File: config.mk
export PLATFORM = sky130hd
export DESIGN_NAME = instr_fifo_assembler
export DESIGN_NICKNAME = d
export VERILOG_FILES = /design/src/rtl/instr_fifo_assembler.sv
export SDC_FILE = /design/constraint.sdc
export NUM_CORES = 1
export LEC_CHECK = 0
export ABC_CLOCK_PERIOD_IN_PS = 9650
export BUFFER_PORTS_ARGS = -buffer_cell sky130_fd_sc_hd__buf_2
export CORE_MARGIN = 2
export CORE_UTILIZATION = 56
export CTS_CLUSTER_DIAMETER = 200
export DETAILED_ROUTE_END_ITERATION = 10
export PLACE_DENSITY = 0.85
export SETUP_SLACK_MARGIN = 0.3
export SYNTH_ARGS = -nofsm -noshare
export SYNTH_HDL_FRONTEND = slang
export SYNTH_SLANG_ARGS = --single-unit
File: constraint.sdc
create_clock -name clk -period 9.65 [get_ports clk]
set_input_delay 0.4825 -clock clk [delete_from_list [all_inputs] [get_ports clk]]
set_output_delay 0.4825 -clock clk [all_outputs]
set_load 0.05 [all_outputs]
File: src/rtl/instr_fifo_assembler.sv
// instr_fifo_assembler: assembles BUS_WIDTH beats into instructions, queues them in a FIFO
// and presents the head entry split into fields.
// Ports:
//   clk, rst_n     clock, asynchronous active-low reset
//   flush          synchronous clear of FIFO and partial assembly
//   in_valid/in_ready/in_data       beat input handshake and payload (beat 0 = LSBs)
//   out_valid/out_ready             head instruction handshake (first-word-fall-through)
//   out_buff_addr/out_acc_addr/out_length/out_opcode   head fields, zero when empty
//   fifo_count     number of stored instructions
//   beat_idx       index of the next expected beat
module instr_fifo_assembler #(
    parameter int BUFF_ADDR_WIDTH = 24,
    parameter int ACC_ADDR_WIDTH  = 16,
    parameter int LENGTH_WIDTH    = 32,
    parameter int OPCODE_WIDTH    = 8,
    parameter int BUS_WIDTH       = 32,
    parameter int FIFO_DEPTH      = 16,
    localparam int INSTR_WIDTH = BUFF_ADDR_WIDTH + ACC_ADDR_WIDTH + LENGTH_WIDTH + OPCODE_WIDTH,
    localparam int NUM_BEATS   = (INSTR_WIDTH + BUS_WIDTH - 1) / BUS_WIDTH,
    localparam int CNT_W       = $clog2(FIFO_DEPTH) + 1,
    localparam int BI_W        = NUM_BEATS > 1 ? $clog2(NUM_BEATS) : 1
) (
    input  logic                       clk,
    input  logic                       rst_n,
    input  logic                       flush,
    input  logic                       in_valid,
    output logic                       in_ready,
    input  logic [BUS_WIDTH-1:0]       in_data,
    output logic                       out_valid,
    input  logic                       out_ready,
    output logic [BUFF_ADDR_WIDTH-1:0] out_buff_addr,
    output logic [ACC_ADDR_WIDTH-1:0]  out_acc_addr,
    output logic [LENGTH_WIDTH-1:0]    out_length,
    output logic [OPCODE_WIDTH-1:0]    out_opcode,
    output logic [CNT_W-1:0]           fifo_count,
    output logic [BI_W-1:0]            beat_idx
);
    localparam int PTR_W = $clog2(FIFO_DEPTH);
    localparam logic [INSTR_WIDTH-1:0] BEAT_MASK = INSTR_WIDTH'({BUS_WIDTH{1'b1}});

    logic [INSTR_WIDTH-1:0] asm_q, asm_next, head;
    logic [INSTR_WIDTH-1:0] mem [FIFO_DEPTH];
    logic [PTR_W-1:0]       wr_ptr, rd_ptr;
    logic [31:0]            shamt;
    logic                   last_beat, accept, push, pop;

    assign last_beat = beat_idx == BI_W'(NUM_BEATS - 1);
    // Only the final beat needs FIFO space; earlier beats land in the assembly register.
    assign in_ready  = !(fifo_count == CNT_W'(FIFO_DEPTH) && last_beat);
    assign accept    = in_valid && in_ready && !flush;
    assign push      = accept && last_beat;
    assign out_valid = fifo_count != '0;
    assign pop       = out_valid && out_ready && !flush;

    // Bits shifted past INSTR_WIDTH drop off, clipping the last beat.
    assign shamt    = 32'(beat_idx) * BUS_WIDTH;
    assign asm_next = (asm_q & ~(BEAT_MASK << shamt)) | (INSTR_WIDTH'(in_data) << shamt);

    assign head          = mem[rd_ptr];
    assign out_opcode    = out_valid ? head[OPCODE_WIDTH-1:0] : '0;
    assign out_length    = out_valid ? head[OPCODE_WIDTH +: LENGTH_WIDTH] : '0;
    assign out_acc_addr  = out_valid ? head[OPCODE_WIDTH+LENGTH_WIDTH +: ACC_ADDR_WIDTH] : '0;
    assign out_buff_addr = out_valid ? head[OPCODE_WIDTH+LENGTH_WIDTH+ACC_ADDR_WIDTH +: BUFF_ADDR_WIDTH] : '0;

    always_ff @(posedge clk or negedge rst_n) begin
        if (!rst_n) begin
            beat_idx   <= '0;
            asm_q      <= '0;
            wr_ptr     <= '0;
            rd_ptr     <= '0;
            fifo_count <= '0;
        end else if (flush) begin
            beat_idx   <= '0;
            asm_q      <= '0;
            wr_ptr     <= '0;
            rd_ptr     <= '0;
            fifo_count <= '0;
        end else begin
            if (accept) begin
                asm_q    <= asm_next;
                beat_idx <= last_beat ? '0 : beat_idx + 1'b1;
            end
            if (push) wr_ptr <= wr_ptr + 1'b1;
            if (pop) rd_ptr <= rd_ptr + 1'b1;
            if (push != pop) fifo_count <= push ? fifo_count + 1'b1 : fifo_count - 1'b1;
        end
    end

    // Storage needs no reset: the outputs are masked while the FIFO is empty.
    always_ff @(posedge clk) begin
        if (push) mem[wr_ptr] <= asm_next;
    end
endmodule
# --- Word level (Yosys, flattened, before mapping) ---
# Memory sizes are Yosys's and may differ from the RTL's.
# Index checks and enable logic that the tools add are counted.
word_totals:
  ff_bits: 95
  ramBits: 1280
  input_bits: 37
  out_inout_bits: 89
  elab_cells: 50
  mem_count: 1
memory_table:
  columns: ["memory", "words", "width", "read_ports", "rd_ports_with_merged_regs", "wr", "line_no", "source"]
  rows:
  - ["mem", 16, 80, 1, 0, 1, "42", "logic [INSTR_WIDTH-1:0] mem [FIFO_DEPTH];"]
op_classes:
  addsub: 5
  n_eq_ne: 3
  n_shift: 2
  muxes: 18
  n_bitwise: 3
  n_reduce_logical: 13
ops:
  columns: ["op", "n"]
  rows:
  - ["80-bit two-way mux", 2]
  - ["80-bit AND", 1]
  - ["80-bit NOT", 1]
  - ["80-bit OR", 1]
  - ["32-bit by 7-bit << shifter with 80-bit output", 1]
  - ["32-bit by 7-bit << shifter with 80-bit output (first input constant)", 1]
  - ["32-bit two-way mux", 1]
  - ["24-bit two-way mux", 1]
  - ["16-bit two-way mux", 1]
  - ["4-bit two-way mux", 4]
  - ["5-bit two-way mux", 3]
  - ["4-bit by 1-bit adder with 4-bit output (second input constant)", 2]
  - ["8-bit two-way mux", 1]
  - ["2-bit nonzero test", 4]
  - ["1-bit logical AND", 6]
  - ["2-bit two-way mux", 3]
  - ["5-bit by 1-bit adder with 5-bit output (second input constant)", 1]
  - ["5-bit == test (second input constant)", 1]
  - ["5-bit nonzero test", 1]
  - ["5-bit by 1-bit subtractor with 5-bit output (second input constant)", 1]
  - ["2-bit by 1-bit adder with 2-bit output (second input constant)", 1]
  - ["2-bit == test (second input constant)", 1]
  - ["1-bit zero test", 2]
  - ["1-bit two-way mux", 2]
  - ["1-bit inequality test", 1]

# --- Longest topological paths before layout ---
# Gate-level depths: netlist of the first run.
depth:
  word_depth: 9
  depth_mapped: 11
  depth_no_buf: 8

# --- Worst setup path before layout of the first run ---
# OpenSTA, ideal clock, no wires.
synth_path:
  path_kind: "reg2reg"
  startpoint: "register beat_idx[1]"
  endpoint: "memory mem[10][0] (netlist name) (enable)"
  setup_time_ps: 715
  arrival_ps: 9006
  required_time_ps: 8935
  slack_ps: -72
  stages_incl_launch_ff: 7
  n_path_buf: 2
  synth_period_minus_slack_ps: 9722
  path_cell_list: "dfrtp_1 > nor2b_1 > buf_2 > o211a_4 > inv_2 > buf_6 > nor4_1"
synth_via:
  elab_chain_len: 8
synth_lines:
  columns: ["item", "line_no", "source"]
  rows:
  - ["start, declared", "36", "output logic [BI_W-1:0] beat_idx"]
  - ["start signal, assigned", "81", "beat_idx <= last_beat ? '0 : beat_idx + 1'b1;"]
  - ["2-bit == test (*)", "47", "assign last_beat = beat_idx == BI_W'(NUM_BEATS - 1);"]
  - ["1-bit logical AND", "49", "assign in_ready = !(fifo_count == CNT_W'(FIFO_DEPTH) && last_beat);"]
  - ["1-bit zero test", "49", null]
  - ["1-bit logical AND (2 in series)", "50", "assign accept = in_valid && in_ready && !flush;"]
  - ["1-bit logical AND (*)", "51", "assign push = accept && last_beat;"]
  - ["1-bit two-way mux (*)", "91", "if (push) mem[wr_ptr] <= asm_next;"]
  - ["1-bit two-way mux (implied by the code) (*)", "91", null]
  - ["end, declared", "42", null]
# Every way passes the cells marked *; elsewhere a longest branch is shown, timed or not.

# --- Worst setup path after layout of the first run ---
layout_path:
  startpoint: "register rd_ptr[0]"
  endpoint: "output out_acc_addr[5]"
layout_via:
  elab_chain_len: 2
layout_lines:
  columns: ["item", "line_no", "source"]
  rows:
  - ["start, declared", "43", "logic [PTR_W-1:0] wr_ptr, rd_ptr;"]
  - ["start signal, assigned", "84", "if (pop) rd_ptr <= rd_ptr + 1'b1;"]
  - ["memory 16 x 80 bit", null, null]
  - ["16-bit two-way mux", "62", "assign out_acc_addr = out_valid ? head[OPCODE_WIDTH+LENGTH_WIDTH +: ACC_ADDR_WIDTH] : '0;"]
  - ["end, declared", "32", "output logic [ACC_ADDR_WIDTH-1:0] out_acc_addr,"]
# No other way between the ends.

==> summary.txt, run 1 <==
Run status
  – Outcome: completed

Synthesis
  – Syn Area/Cell: 22.6 µm²
  – Synth area leader: edfxtp_1
  – Sequential area share after synthesis: 0.766
  – Cell count after synthesis: 2361
  – Ys async rst share: 0.0691
  – Share of the synthesized area in the top cell type: 0.721
  – Synth Flop Type: edfxtp_1
  – Top-count cell post-synth: edfxtp_1
  – Commonest cells post-synth: edfxtp_1 (1280), mux4_2 (320), mux2i_1 (163), dfrtp_1 (95)
  – Dominant cells by area after synthesis: edfxtp_1 (72%), mux4_2 (14%), dfrtp_1 (4.5%)
  – Post-synth EDFFs: 1280
  – Mapped cell area: 53300 µm²
  – Mapped Nets: 2408
  – Register bit total from synthesis: 1375
  – Synth unique cells: 49
  – YS warnings: 0

Detailed routing
  – Drt via density: 6.98
  – TritonRoute pass-1 iters: 6
  – Via count: 27200
  – Final ANT Viol Nets: 0
  – Initial DRC Count: 4351
  – DR DRC count: 0
  – Final WL: 138000 µm
  – Wire length per cell: 35.4 µm

Floorplanning
  – Initial Util: 0.563
  – Core area: 94600 µm²
  – Placement Rows: 113
  – Die H: 312 µm
  – Full die area: 97600 µm²
  – Die X: 312 µm
  – I/O Pins: 126

Placement
  – HPWL after detailed placement: 68000 µm
  – Final Wtd Congestion: 0.797
  – Placed Area: 55400 µm²
  – Pre-CTS WS: 5.18 ns
  – Input/output buffers: 125

Setup path
  – Reg2reg start: beat_idx[1]
  – CP Max Fanout: 121
  – Slack of the worst reg-to-reg path: 5.28 ns
  – R2r worst-path depth: 6
  – Arrival time worst endpoint: 4.41 ns
  – Setup crit start kind: register
  – Critical Path RT: 9.17 ns
  – Reg2reg end: mem[12][24]
  – Crit path kind: register to primary output
  – CP Capture Type: primary output

GRT
  – Initial antenna violation count: 9
  – GRT Util Overall: 0.285
  – Largest net degree at the start of global routing: 176
  – Number of global-route vias before repair: 28600
  – First-pass GRT wire length: 198000 µm
  – Total gr overflow: 0

Finish
  – Layout area overhead: 12.0%
  – Nets: 2569
  – Fill cells: 5775
  – Post-route cell area: 59700 µm²
  – Share of cells above drive strength 1: 0.308

Hold path
  – Hold Startpoint: out_ready
  – Worst Hold Endpoint: rd_ptr[1]
  – Worst min-delay path category: input port to register
  – Hold Crit Depth: 3

STA
  – Worst hold margin: 0.0900 ns
  – Crit path time final: 4.90 ns
  – Setup Skew: 0.0270 ns
  – RSZ-0062 raised after global routing: no
  – Endpoints failing setup: 0
  – FMAX: 0.204 GHz
  – Final hold vios: 0
  – Worst rel slew slack: 0.150
  – Slew Limit Fails: 0
  – Slew @ Worst Pin: 1.27 ns
  – Final WS setup: 4.75 ns
  – Part of the cycle the worst path needs: 0.507

Clock tree
  – Number of clock sinks: 1375
  – Max Root-Sink Buffers: 3
  – CTS Buf Count: 130
  – Clock latency on the worst-skew pair: 0.75 ns
  – Clock root buffer: clkbuf_16
  – Clock-pin slew on the worst setup and hold paths: 0.06 ns
  – H-tree depth: 4
  – CTS tree: yes
  – Setup Buffers After CTS: 0

Power
  – Leakage dissipation: 18.8 nW
  – Power, Total: 15.6 mW
  – Peak VDD IR: 0.000222 V
  – Power density cells: 262 nW/µm²

Run
  – Max-Cap Viols: 0
[how the worst max path moves through the flow]
stage / from / to / slack, ns / depth (start not counted)
5_1_grt: rd_ptr[0] / out_acc_addr[5] / 4.51 / 5
2_1_floorplan: beat_idx[1] / mem[10][0] / -0.07 / 6
6_report: rd_ptr[0] / out_acc_addr[5] / 4.75 / 5
4_1_cts: rd_ptr[0] / out_acc_addr[5] / 4.74 / 5
3_3_place_gp: flush / mem[12][20] / 5.23 / 8
3_5_place_dp: flush / mem[13][24] / 5.18 / 8
[cell usage in the layout (no fill, tap or decap), types with 3 or more instances in the layout]
| master | instances |
|---|---|
| dfrtp_1 | 91 |
| nand4_1 | 3 |
| dfrtp_4 | 4 |
| inv_16 | 3 |
| nand3_1 | 6 |
| buf_12 | 3 |
| clkinv_8 | 6 |
| inv_6 | 4 |
| a32o_1 | 81 |
| ha_1 | 9 |
| nor4_2 | 7 |
| buf_2 | 124 |
| clkbuf_16 | 131 |
| inv_1 | 9 |
| o21ai_0 | 3 |
| mux4_2 | 320 |
| bufinv_16 | 11 |
| clkbuf_1 | 30 |
| clkinvlp_4 | 5 |
| edfxtp_1 | 1280 |
| a211oi_1 | 3 |
| nor2_1 | 5 |
| o22ai_1 | 80 |
| nand2_1 | 6 |
| clkinv_2 | 26 |
| buf_4 | 50 |
| clkbuf_8 | 4 |
| nor3_2 | 8 |
| mux2_2 | 81 |
| clkinv_1 | 16 |
| a21oi_1 | 10 |
| mux2i_1 | 163 |
[per-stage QoR]
stage	util	std cells	TNS (ns)
after detailed placement	0.586	3654	0
final	0.631	3895	0
after floorplan	-	2361	-34.39
after CTS	0.631	3894	0
after global routing	0.631	3894	0
after global placement	0.586	3654	0
[routing by layer]
layer	GRT usage	part of all wire	vias to the layer above
li1	-	-	10400
met1	0.365	0.33	14100
met2	0.457	0.49	2202
met3	0.0762	0.12	495
met4	0.141	0.053	12
met5	0	0.00055	-
[state kept, by name, indices dropped and copies added (netlist names)]
name	flops
mem	1280
wr_ptr	4
fifo_count	5
beat_idx	2
rd_ptr	4
asm_q	80
[report_power, final]
part           leakage, nW  internal [mW]  switching (mW)
registers             13.0           6.62           0.124
logic                 3.74           1.31            2.42
clock network         2.08           2.87            2.28
[what timing repair did]
item / in CTS / in global routing
hold buffers: 1 / 0
endpoints found under the hold margin: 33 / 0
gates resized for setup: 0 / 0
[worst max-delay path, cell delays in order (launching register included)]
cell and delay [ns]:
dfrtp_4 1.21, buf_12 0.75, mux4_2 0.62, mux2i_1 0.22, o22ai_1 0.25, buf_2 0.33
[layout make-up]
| type | instances | area [µm²] | area share |
|---|---|---|---|
| flip-flops and latches | 1375 | 40800 | 0.684 |
| multi-input cells | 827 | 11900 | 0.200 |
| well taps | 1265 | 1580 | 0.0265 |
| inverters | 10 | 37.5 | 0.000629 |
| repair buffers | 178 | 1070 | 0.0179 |
| clock buffers | 165 | 3450 | 0.0577 |
| clock inverters | 74 | 820 | 0.0137 |
| diodes | 1 | 2.50 | 0.0000419 |
[cells by family (layout without fill, tap and decap cells)]
| family | count (synthesis) | count (layout) | share of synthesized area |
|---|---|---|---|
| adder cells (fa/ha/maj) | 10 | 10 | 0.00249 |
| flip-flops | 1375 | 1375 | 0.766 |
| other | 0 | 1 | 0 |
| multiplexers | 565 | 565 | 0.183 |
| XOR/XNOR | 4 | 4 | 0.000658 |
| AND/OR/NAND/NOR | 57 | 57 | 0.00606 |
| buffers and inverters | 159 | 427 | 0.0131 |
| AO/OA/AOI/OAI | 191 | 191 | 0.0285 |
No activity file was read; power rests on OpenSTA's default activity.
==> run 2, diff against run 1 <==
- ABC_CLOCK_PERIOD_IN_PS: 9650 -> 4700
- CORE_UTILIZATION: 56 -> 60
- PLACE_DENSITY: 0.85 -> 0.87
- clock period: 9.65 -> 4.7 ns (I/O delays scaled with it)
==> run 2 against run 1 <==
Core utilization up 4.9 points; power up 100%; setup slack worse by 4.2 ns; cell area up 0.51%; clock-buffer cell count up 10; sequential power up 100%; via count down 0.33%; die area down 6.6%; clock power up 100%; first-iteration DRC count down 12%; flip-flop and latch count unchanged; critical endpoint is now out_length[9].
==> summary.txt, run 2 (synthesis results as in run 1) <==
Finish
  – Biggest regs: mem: 1280 flops, asm_q: 80 flops, fifo_count: 5 flops (unchanged)
  – Post-route cell area: 60000 µm² (was 59700 µm²)
  – Largest register FFs: 1280 (unchanged)
  – Share of cells above drive strength 1: 0.308 (about the same)
  – Layout area overhead: 12.6% (was 12.0%)
  – Biggest register: mem (unchanged)
  – Final Core Density: 0.680 (was 0.631)
  – Fill cells: 4936 (was 5775)
  – Most frequent cells in the layout: edfxtp_1 (1280), mux4_2 (320), mux2i_1 (163) (unchanged)
  – Most common cell after layout, fill and taps aside: edfxtp_1 (unchanged)
  – Nets: 2583 (was 2569)

Placement
  – HPWL after detailed placement: 65000 µm (was 68000 µm)
  – Placed Area: 55700 µm² (was 55400 µm²)
  – Final Wtd Congestion: 0.783 (was 0.797)
  – Input/output buffers: 125 (unchanged)

GRT
  – Initial antenna violation count: 9 (unchanged)
  – Number of global-route vias before repair: 28500 (was 28600)
  – Total gr overflow: 0 (unchanged)
  – First-pass GRT wire length: 196000 µm (was 198000 µm)
  – Largest net degree at the start of global routing: 82 (was 176)
  – GRT Util Overall: 0.305 (was 0.285)

Clock tree
  – Number of clock sinks: 1375 (unchanged)
  – H-tree depth: 4 (unchanged)
  – CTS Buf Count: 133 (was 130)
  – Clock-pin slew on the worst setup and hold paths: 0.06 ns (about the same)
  – Max Root-Sink Buffers: 3 (unchanged)
  – Setup Buffers After CTS: 0 (unchanged)
  – CTS tree: yes (unchanged)
  – Clock root buffer: clkbuf_16 (unchanged)
  – Clock latency on the worst-skew pair: 0.73 ns (was 0.75 ns)

Setup path
  – CP Max Fanout: 69 (was 121)
  – Setup crit start kind: register (unchanged)
  – Arrival time worst endpoint: 3.87 ns (was 4.41 ns)
  – Critical Path RT: 4.47 ns (was 9.17 ns)
  – Crit path kind: register to primary output (unchanged)
  – CP Capture Type: primary output (unchanged)

Detailed routing
  – Final ANT Viol Nets: 0 (unchanged)
  – DR DRC count: 0 (unchanged)
  – Drt via density: 7.12 (was 6.98)
  – TritonRoute pass-1 iters: 6 (unchanged)
  – Initial DRC Count: 3831 (was 4351)
  – Final WL: 136000 µm (was 138000 µm)
  – Via count: 27100 (was 27200)
  – Wire length per cell: 35.8 µm (was 35.4 µm)

Floorplanning
  – Placement Rows: 109 (was 113)
  – Core area: 88200 µm² (was 94600 µm²)
  – Die X: 302 µm (was 312 µm)
  – Initial Util: 0.604 (was 0.563)
  – Full die area: 91200 µm² (was 97600 µm²)
  – I/O Pins: 126 (unchanged)
  – Die H: 302 µm (was 312 µm)

Power
  – Leakage dissipation: 18.9 nW (was 18.8 nW)
  – Power density cells: 532 nW/µm² (was 262 nW/µm²)
  – Peak VDD IR: 0.000466 V (was 0.000222 V)
  – Power, Total: 31.9 mW (was 15.6 mW)

STA
  – Slew Limit Fails: 0 (unchanged)
  – Crit path time final: 4.10 ns
  – RSZ-0062 raised after global routing: no (unchanged)
  – Part of the cycle the worst path needs: 0.873
  – Slew @ Worst Pin: 1.23 ns (was 1.27 ns)
  – Worst rel slew slack: 0.182 (was 0.150)
  – Final hold vios: 0 (unchanged)
  – Endpoints failing setup: 0 (unchanged)
  – Setup Skew: 0.0311 ns (was 0.0270 ns)
  – Worst hold margin: 0.122 ns (was 0.0900 ns)
  – FMAX: 0.244 GHz

Run status
  – Outcome: completed (unchanged)

Run
  – Max-Cap Viols: 0 (unchanged)

Hold path
  – Worst min-delay path category: input port to asynchronous set/reset pin (was input port to register)
==> run 2: changes by cell type in the layout (fill, tap and decap cells not counted), sizes merged <==
cell         previous run  this run
buf                   177       183
bufinv                 11         9
clkbuf                165       175
clkinv                 51        41
clkinvlp                5         7
diode                   1         2
dlygate4sd3             1         6
==> run 2: layout make-up <==
class / instances / area, µm² / share of cell area
multi-input cells: 827 / 12000 / 0.200
flip-flops and latches: 1375 / 40800 / 0.681
well taps: 1165 / 1460 / 0.0243
diodes: 2 / 5.00 / 0.0000834
inverters: 10 / 37.5 / 0.000626
clock inverters: 64 / 621 / 0.0103
repair buffers: 189 / 1420 / 0.0237
clock buffers: 175 / 3600 / 0.0600
==> run 2: critical path: stages (launching register included) <==
cell	delay, ns
dfrtp_4	1.20
buf_4	0.60
mux4_2	0.32
mux2i_1	0.10
o22ai_1	0.46
buf_2	0.36
==> run 2: worst paths after layout <==
path                              from  cells past startpoint  slack (ns)       endpoint
setup / recovery             rd_ptr[1]                      5        0.60  out_length[9]
hold / removal                   rst_n                      2        0.12      asm_q[65]
setup reg to reg           beat_idx[1]                      6        1.34    mem[14][28]
hold reg to reg              asm_q[63]                      1        0.50      asm_q[63]
max in group asynchronous        rst_n                      3        3.26      asm_q[27]
min in group clk           in_data[17]                      2        0.14    mem[14][17]
==> run 2: routing by layer <==
layer | vias to the layer above | GRT usage | share of wire
li1 | 10500 | - | -
met1 | 14000 | 0.395 | 0.33
met2 | 2204 | 0.499 | 0.50
met3 | 423 | 0.0817 | 0.13
met4 | 18 | 0.128 | 0.043
met5 | - | 0 | 0.00086
==> run 2: per-stage QoR <==
stage                     std cells  worst slack (ns)  TNS [ns]
after floorplan                2361            -0.267   -149.35
after global placement         3560              1.49         0
after detailed placement       3560              1.44         0
after CTS                      3805             0.656         0
after global routing           3805             0.474         0
final                          3807             0.597         0
==> run 2: timing repair <==
| item | CTS | global route |
|---|---|---|
| endpoints found under the hold margin | 57 | 0 |
| hold buffers | 6 | 0 |
| resized for setup | 0 | 0 |
==> run 2: report_power, final <==
part / switching, mW / total, mW / internal, mW / leakage, nW
Combinational: 4.91 / 7.65 / 2.74 / 3.90
Sequential: 0.209 / 13.8 / 13.6 / 13.0
Clock: 4.53 / 10.5 / 5.92 / 2.04
